<file path="src/rtl/mux_4x1_2bit_pkg.sv">
// Shared constants for the 2-bit 4:1 selector.
// Covers the select encoding and the data width.
package mux_pkg;

    localparam int DW = 2;

    localparam logic [1:0] SEL_A = 2'b00;
    localparam logic [1:0] SEL_B = 2'b01;
    localparam logic [1:0] SEL_C = 2'b10;
    localparam logic [1:0] SEL_D = 2'b11;

endpackage

</file>
<file path="src/rtl/mux_4x1_2bit_gates.sv">
// Gate-level 4:1 selection built from NOT/AND/OR primitives only.
// The inverted selects are shared by every data bit.
module mux_4x1_2bit_gates
    import mux_pkg::*;
(
    input  logic [DW-1:0] a_i,
    input  logic [DW-1:0] b_i,
    input  logic [DW-1:0] c_i,
    input  logic [DW-1:0] d_i,
    input  logic          s1_i,
    input  logic          s0_i,
    output logic [DW-1:0] out_o
);

    logic s1_n;
    logic s0_n;

    not u_not_s1 (s1_n, s1_i);
    not u_not_s0 (s0_n, s0_i);

    genvar gi;
    generate
        for (gi = 0; gi < DW; gi++) begin : g_bit
            logic term_a, term_b, term_c, term_d;

            and u_and_a (term_a, s1_n, s0_n, a_i[gi]);
            and u_and_b (term_b, s1_n, s0_i, b_i[gi]);
            and u_and_c (term_c, s1_i, s0_n, c_i[gi]);
            and u_and_d (term_d, s1_i, s0_i, d_i[gi]);
            or  u_or    (out_o[gi], term_a, term_b, term_c, term_d);
        end
    endgenerate

endmodule

</file>
<file path="src/rtl/mux_4x1_2bit.sv">
// Registered 2-bit 4:1 selector with behavioural and gate-level paths side by side.
// A registered comparator flags disagreement; the sticky flag holds it until reset.
module mux_4x1_2bit
    import mux_pkg::*;
(
    input  logic clk,
    input  logic rst,
    input  logic a1, a0, b1, b0, c1, c0, d1, d0,
    input  logic s1, s0,
    output logic out1_beh, out0_beh,
    output logic out1_gate, out0_gate,
    output logic mismatch,
    output logic mismatch_sticky
);

    logic [DW-1:0] beh_d, beh_q;
    logic [DW-1:0] gate_c, gate_q;
    logic          neq_c;
    logic          mismatch_q;
    logic          sticky_d, sticky_q;

    mux_4x1_2bit_gates u_gates (
        .a_i   ({a1, a0}),
        .b_i   ({b1, b0}),
        .c_i   ({c1, c0}),
        .d_i   ({d1, d0}),
        .s1_i  (s1),
        .s0_i  (s0),
        .out_o (gate_c)
    );

    // An unknown select falls through to default so the behavioural path reads 0.
    always_comb begin
        beh_d = '0;
        case ({s1, s0})
            SEL_A:   beh_d = {a1, a0};
            SEL_B:   beh_d = {b1, b0};
            SEL_C:   beh_d = {c1, c0};
            SEL_D:   beh_d = {d1, d0};
            default: beh_d = '0;
        endcase
    end

    always_comb begin
        neq_c    = (beh_d[1] != gate_c[1]) | (beh_d[0] != gate_c[0]);
        sticky_d = sticky_q | neq_c;
    end

    always_ff @(posedge clk) begin
        if (rst) begin
            beh_q      <= '0;
            gate_q     <= '0;
            mismatch_q <= 1'b0;
            sticky_q   <= 1'b0;
        end else begin
            beh_q      <= beh_d;
            gate_q     <= gate_c;
            mismatch_q <= neq_c;
            sticky_q   <= sticky_d;
        end
    end

    assign out1_beh        = beh_q[1];
    assign out0_beh        = beh_q[0];
    assign out1_gate       = gate_q[1];
    assign out0_gate       = gate_q[0];
    assign mismatch        = mismatch_q;
    assign mismatch_sticky = sticky_q;

endmodule

</file>
<file path="config.mk">
export PLATFORM = sky130hd
export DESIGN_NAME = mux_4x1_2bit
export DESIGN_NICKNAME = d
export VERILOG_FILES = /design/src/rtl/mux_4x1_2bit_pkg.sv /design/src/rtl/mux_4x1_2bit_gates.sv /design/src/rtl/mux_4x1_2bit.sv
export SDC_FILE = /design/constraint.sdc
export NUM_CORES = 1
export LEC_CHECK = 0
export BUFFER_PORTS_ARGS = -buffer_cell sky130_fd_sc_hd__buf_2
export CAP_MARGIN = 20
export CORE_AREA = 2 2 39 41
export DETAILED_ROUTE_END_ITERATION = 6
export DIE_AREA = 0 0 41 43
export PLACE_DENSITY = 0.48
export SYNTH_ARGS = -nofsm -noshare
export SYNTH_HDL_FRONTEND = slang
export SYNTH_HIERARCHICAL = 1
export SYNTH_SLANG_ARGS = --single-unit
export TNS_END_PERCENT = 30
</file>
<file path="constraint.sdc">
create_clock -name clk -period 1.59 [get_ports clk]
set_input_delay 0.159 -clock clk [delete_from_list [all_inputs] [get_ports clk]]
set_output_delay 0.159 -clock clk [all_outputs]
set_load 0.01 [all_outputs]
</file>
=== Word-level counts from Yosys, hierarchy flattened ===
Cells that the tools add are included.

* Register bits: 6
* Bits of input ports: 12
* Output and inout bits: 6
* Logic and storage cells: 25

* Equality and inequality tests: 5
* Multiplexer cells: 1
* Bitwise operators: 4
* Reduce and logical (&&, ||, !) cells: 11

{| class="wikitable"
|+ Operators by type and width
! cell !! number
|-
| 3-bit AND reduction || 8
|-
| 2-bit one-hot mux with 4 select lines || 1
|-
| 4-bit OR reduction || 2
|-
| 2-bit equality test, second input constant || 2
|-
| 2-bit by 1-bit equality test with 1-bit output, second input constant || 1
|-
| 2-bit zero test || 1
|-
| 1-bit inequality test || 2
|-
| 1-bit inverter || 2
|-
| 1-bit OR || 2
|}

=== Logic depth before layout (Yosys ltp) ===
Gate-level depths: netlist (run 1).

* Word-level depth: 6
* Depth in mapped cells: 3
* Gate-level depth less buffers: 3

=== Cells and area by module ===
The synthesis (run 1) kept the hierarchy.

{| class="wikitable"
|+ Modules (own cells, without submodules)
! module !! instances !! cells each !! area an instance (um2) !! seq. area each (um2)
|-
| mux_4x1_2bit || 1 || 17 || 222.7 || 120.1
|-
| mux_4x1_2bit_gates || 1 || 2 || 52.6 || 0.0
|}

=== Worst setup path before layout (run 1) ===
Ideal clock, no wire load.

* Kind: input-to-reg
* Start point: input port s1
* End point: register sticky_q, in the netlist mismatch_sticky
* Library setup time: 126 ps
* Arrival: 998 ps
* Data required time: 1464 ps
* Slack: 466 ps
* Stages: 3
* Buffers on the path: 0
* Path through: mux4_1 -> xnor2_1 -> a31oi_1

* Cells in the longest elaborated chain, start to end: 6
* Elaborated cells on any way between the ends: 20
* Classes of those cells: eq/ne (5); mux (1); bitwise (3); reduce/logical (11)

{| class="wikitable"
|+ Ends and longest elaborated chain
! element !! RTL line !! text
|-
| start, declared || mux_4x1_2bit.sv:9 || <nowiki>input logic s1, s0,</nowiki>
|-
| parallel branches: the longest is 4 deep, another holds 2-bit one-hot mux with 4 select lines || - ||
|-
| 1-bit OR (*) || mux_4x1_2bit.sv:45 || <nowiki>neq_c = (beh_d[1] != gate_c[1]) | (beh_d[0] != gate_c[0]);</nowiki>
|-
| 1-bit OR (*) || mux_4x1_2bit.sv:46 || <nowiki>sticky_d = sticky_q | neq_c;</nowiki>
|-
| end signal, assigned || mux_4x1_2bit.sv:59 || <nowiki>sticky_q <= sticky_d;</nowiki>
|-
| end, declared || mux_4x1_2bit.sv:20 || <nowiki>logic sticky_d, sticky_q;</nowiki>
|}

Every way passes the cells marked *.
A chain may end at the register's enable or synchronous reset.

=== Worst setup path in the final report (run 1) ===
* Start point: input port s1
* End point: register sticky_q, in the netlist mismatch_sticky

* Cells in the longest elaborated chain, start to end: 6
* Elaborated cells on any way between the ends: 20
* Classes of those cells: eq/ne (5); mux (1); bitwise (3); reduce/logical (11)

{| class="wikitable"
|+ Ends and longest elaborated chain
! element !! RTL line !! text
|-
| 1-bit inverter || mux_4x1_2bit_gates.sv:18 || <nowiki>not u_not_s1 (s1_n, s1_i);</nowiki>
|-
| 3-bit AND reduction (on tied branches) || mux_4x1_2bit_gates.sv:27, mux_4x1_2bit_gates.sv:26 ||
|-
| 4-bit OR reduction (*) || mux_4x1_2bit_gates.sv:30 || <nowiki>or u_or (out_o[gi], term_a, term_b, term_c, term_d);</nowiki>
|-
| named net gate_c[0] || mux_4x1_2bit.sv:17 || <nowiki>logic [DW-1:0] gate_c, gate_q;</nowiki>
|-
| 1-bit inequality test (*) || mux_4x1_2bit.sv:45 ||
|-
| 1-bit OR (*) || mux_4x1_2bit.sv:45 ||
|-
| 1-bit OR (*) || mux_4x1_2bit.sv:46 ||
|}

Mark *: on every way through the listed nets, which the timed path passes. The rest lies on a longest branch.

==> results of run 1 <==
critical path, delay by kind of cell:
family,cells,cell delay [ns]
muxes,1,0.58
AOI/OAI and AO/OA,1,0.10
xor gates and xnor gates,1,0.23
buffers and inverters,1,0.13
through the flow:
| step | hold WS (ns) | utilization | setup slack (ns) | total power (W) |
|---|---|---|---|---|
| 2_1_floorplan | 0.228 | - | 0.466 | 0.000221 |
| 3_3_place_gp | 0.399 | 0.275 | 0.254 | 0.000257 |
| 3_5_place_dp | 0.403 | 0.275 | 0.248 | 0.000259 |
| 4_1_cts | 0.151 | 0.291 | 0.505 | 0.000396 |
| 5_1_grt | 0.164 | 0.291 | 0.414 | 0.000412 |
| 6_report | 0.155 | 0.291 | 0.505 | 0.000386 |
worst min path at each step:
stage / end / slack [ns] / cells past startpoint
detailed placement: mismatch_sticky / 0.40 / 2
CTS: mismatch_sticky / 0.15 / 2
finish: mismatch_sticky / 0.16 / 2
global route: gate_q[0] / 0.16 / 2
floorplan: mismatch / 0.23 / 1
global placement: mismatch_sticky / 0.40 / 2
routing by layer:
layer  GRT usage  part of all wire
met3      0.0157              0.18
met2       0.109              0.45
met5           0                 0
met4       0.100                 0
met1      0.0594              0.36
power breakdown:
part	internal (W)	switching, W	leakage [nW]
sequential	0.000166	0.00000353	0.0502
combinational	0.0000480	0.0000373	0.125
clock	0.0000848	0.0000468	0.0138
total	0.000299	0.0000876	0.189
kinds of logic (layout without fill, tap and decap cells):
logic type,count (synthesis),count (layout),share of synthesized area
AND/OR/NAND/NOR,4,4,0.0909
AO/OA/AOI/OAI,2,2,0.0409
flip-flops,6,6,0.436
multiplexers,4,4,0.355
XOR/XNOR,2,2,0.0636
buffers and inverters,1,21,0.0136
state kept, by name, summed over array words and instances, names as in the netlist:
register,count
beh_q,2
gate_q,2
mismatch,1
mismatch_sticky,1
cells in the mapped netlist (all sizes together):
| cell type | number | share of area |
|---|---|---|
| dfxtp | 6 | 0.44 |
| mux4 | 4 | 0.35 |
| nor2b | 4 | 0.091 |
| xnor2 | 2 | 0.064 |
| a21oi | 1 | 0.018 |
| a31oi | 1 | 0.023 |
| inv | 1 | 0.014 |
area by class of cell:
cell class,count,area (um2)
Clock buffer,3,22.5
Fill cell,149,981
Inverter,1,3.75
Multi-Input combinational cell,12,151
Sequential cell,6,120
Tap cell,16,20.0
Timing Repair Buffer,17,85.1
==> flow_summary.yaml, run 1 <==
worst_setup_path:
  cp-start-kind: "input port"
  cp_slowest_cell: "mux4_1"
  arrival_ns: 1.20
  criticalPathCategory: "input port to register"
  path_max_fanout: 4
  max_stage_delay_ns: 0.58
  worstPathRequired_ns: 1.71
  worstPathCellList: "buf_2 > mux4_1 > xnor2_1 > a31oi_1"
  reg2reg_from: "mismatch_sticky"
  reg2reg_setup_slack_ns: 1.07
  cp-endpoint: "mismatch_sticky"
  reg2reg_to: "mismatch_sticky"
  worstSetupEndpointType: "register"
  critPathLaunch: "s1"
  reg2reg_depth: 2
placement:
  place_inst: 52
  finalWeightedCongestion: 0.602
  placed_area_um2: 380
  port_buffers: 17
die:
  row_count: 14
  dieArea_um2: 1760
  fp.coreArea_um2: 1380
  ioPinCount: 18
  initial_core_util: 0.199
  die_w_um: 41
  die_y_um: 43
yosys:
  synth.net_count: 31
  ys_warn_count: 6
  synth_cells: 19
  synth.avg_cell_area_um2: 14.5
  ys_types: 8
  seq_area_frac_synth: 0.436
  ys_seq_elements: 6
  synth_area_um2: 275
global_route:
  grt_overflow: 0
  grt_pass1_wl_um: 779
  grt_pass1_vias: 230
  grt_antenna_before_repair: 0
  grt_max_degree: 7
  grtUsageTotal: 0.0719
clock_tree:
  hold_buffers: 0
  cts_tree: "done"
  post_cts_buffers: 0
  clock_tree.root_cell: "clkbuf_4"
  clk-insertion-delay-late_ns: 0.23
  cts_buffers: 3
  cts.sinks: 6
  h-tree-depth: 1
  clk_pin_slew_ns: 0.04
  cts_resized: 0
  cts_max_path_buffers: 2
power_and_ir_drop:
  vdd_ir_drop_max_mv: 0.167
  powerDensity_nw_per_um2: 959
  power_leakage_nw: 0.189
min_path:
  min_from: "rst"
  worstHoldPathType: "input port to register"
sta:
  fin_crit_ns: 1.09
  setup_violations: 0
  slew_violations: 0
  fin_worst_skew_ns: 0
  setup_tns_ns: 0
  clock.fmax_ghz: 0.921
  relSlewSlack: 0.873
  post-route-period-util: 0.683
  rsz0062_at_grt: "false"
  worst_pin_slew_ns: 0.190
  hold_viol: 0
flow_run:
  cap_violations: 0
route:
  first_pass_iters: 1
  vias: 240
  routed_via_density: 4.36
  ant_nets: 0
  drt-wirelength-per-cell_um: 9.07
  drc_errors: 0
  drtIter0Drc: 0
  wl_um: 499
layout:
  final_cell_mix: "buf_2, dfxtp_1, nor2b_1"
  num_antenna_cells: 0
  fin_nets: 53
  flow.area_growth_from_synthesis_pct: 46.4
  design_area_um2: 403
  final_layout_size_suffix_gt1_frac: 0.564
  final_cells: 55
  layout_commonest_cell: "buf_2"
run_status:
  status: "finished clean"
(Power assumes the default switching activity.)
==> inputs of run 2 (changes only) <==
ABC_AREA = 1   (was unset)
PLACE_DENSITY = 0.6   (was 0.48)
clock period = 0.95 ns   (was 1.59 ns; I/O delays follow)
==> flow_summary.yaml, run 2 <==
run_status:
  status: "finished clean"
clock_tree:
  cts_buffers: 3
  cts_max_path_buffers: 2
  cts.sinks: 6
  cts_resized: 0
  clk-insertion-delay-late_ns: 0.24
  clk_pin_slew_ns: 0.04
  clock_tree.root_cell: "clkbuf_4"
  post_cts_buffers: 0
  cts_tree: "done"
  hold_buffers: 0
  h-tree-depth: 1
sta:
  fin_worst_skew_ns: 0
  clock.fmax_ghz: 1.28
  rsz0062_at_grt: "false"
  hold_viol: 0
  worst_pin_slew_ns: 0.170
  relSlewSlack: 0.886
  whs_ns: 0.0716
  setup_tns_ns: 0
  setup_slack_ns: 0.166
  setup_violations: 0
  fin_crit_ns: 0.784
  post-route-period-util: 0.825
  slew_violations: 0
yosys:
  synth_top_cells_by_area: "dfxtp_1, nand2_1, nand3_1"
  synth_compound_area_frac: 0.0511
  synth_area_um2: 392
  synth.net_count: 82
  yosysTopAreaCellShare: 0.307
  synth_top_family_by_area: "simple AND/OR/NAND/NOR gates"
  ys_warn_count: 6
  synth_adder_area_share: 0
  synth_edf_count: 0
  synth_mux_area_frac: 0
  synth_common_cells: "nand2_1, inv_1, nand3_1, dfxtp_1, nor2_1"
  ys_async_sr_fraction: 0
  synth_ff_type: "dfxtp_1"
  ys_types: 12
  synth_simple_gate_area_frac: 0.460
  synth.most_common_cell: "nand2_1"
  ys_seq_elements: 6
  synth.avg_cell_area_um2: 5.59
  seq_area_frac_synth: 0.307
  synth_cells: 70
  synth_top_cell_by_area: "dfxtp_1"
  synth_xor_area_frac: 0
route:
  vias: 470
  routed_via_density: 4.20
  drtIter0Drc: 8
  wl_um: 822
  drt-wirelength-per-cell_um: 7.34
  first_pass_iters: 4
  drc_errors: 0
  ant_nets: 0
die:
  initial_core_util: 0.283
  die_y_um: 43
  fp.coreArea_um2: 1380
  die_w_um: 41
  ioPinCount: 18
  dieArea_um2: 1760
  row_count: 14
flow_run:
  cap_violations: 0
placement:
  place_inst: 109
  port_buffers: 17
  finalWeightedCongestion: 0.745
  placed_area_um2: 542
  place_ws_ns: -0.156
  dp_hpwl_um: 722
global_route:
  grt_pass1_vias: 414
  grt_pass1_wl_mm: 1.54
  grt_overflow: 0
  grt_antenna_before_repair: 0
  grt_max_degree: 13
  grtUsageTotal: 0.125
power_and_ir_drop:
  powerDensity_nw_per_um2: 1270
  vdd_ir_drop_max_mv: 0.298
  power_leakage_nw: 0.366
worst_setup_path:
  cp-start-kind: "register"
  path_max_fanout: 2
  criticalPathCategory: "register to primary output"
  crit_family: "flip-flops"
  arrival_ns: 0.69
  crit_buf_inv: 1
  worstPathCellList: "buf_2"
  max_stage_delay_ns: 0.32
  cp_slowest_cell: "dfxtp_1"
  worstSetupEndpointType: "primary output"
  worstPathRequired_ns: 0.85
layout:
  nFillCells: 154
  design_area_um2: 567
  final_layout_size_suffix_gt1_frac: 0.313
  final_cells: 112
  final_cell_mix: "nand2_1, inv_1, buf_2"
  num_antenna_cells: 0
  fin_nets: 110
  layout_commonest_cell: "nand2_1"
  largestRegisters: "beh_q: 2 flops, gate_q: 2 flops"
  flow.area_growth_from_synthesis_pct: 44.7
min_path:
  worstHoldPathType: "input port to register"
==> run 2: area by class of cell <==
type                    count  area [um2]  area share
inverters                  19        71.3       0.126
clock buffers               3        22.5      0.0397
flip-flops and latches      6         120       0.212
multi-input cells          45         200       0.353
well taps                  16        20.0      0.0353
repair buffers             23         133       0.234
==> run 2: kinds of logic after synthesis <==
family / Yosys count
AND/OR/NAND/NOR: 42
flip-flops: 6
buffers and inverters: 19
AO/OA/AOI/OAI: 3
==> run 2: per-layer routing <==
metal | vias to the layer above | global-route usage | wire, um
li1 | 263 | - | -
met3 | 2 | 0.0157 | 64
met1 | 188 | 0.165 | 376
met4 | 0 | 0.0800 | 16
met5 | - | 0 | 0
met2 | 17 | 0.181 | 365
==> run 2: power breakdown <==
part | switching [W] | internal, W | leakage, nW
combinational | 0.000111 | 0.0000948 | 0.302
clock | 0.0000883 | 0.000143 | 0.0138
sequential | 0.00000611 | 0.000278 | 0.0501
==> run 2: path summary, 6_finish.rpt <==
kind                endpoint            start  depth (start not counted)  slack (ns)
min                gate_q[0]              rst                          2        0.07
max reg2reg  mismatch_sticky  mismatch_sticky                          2        0.44
min reg2reg  mismatch_sticky  mismatch_sticky                          2        0.45
max          mismatch_sticky  mismatch_sticky                          1        0.17
==> run 2: through the flow <==
stage          total power, W  utilization
5_1_grt              0.000788        0.410
6_report             0.000721        0.410
3_5_place_dp         0.000496        0.392
2_1_floorplan        0.000397            -
3_3_place_gp         0.000494        0.392
4_1_cts              0.000731        0.408
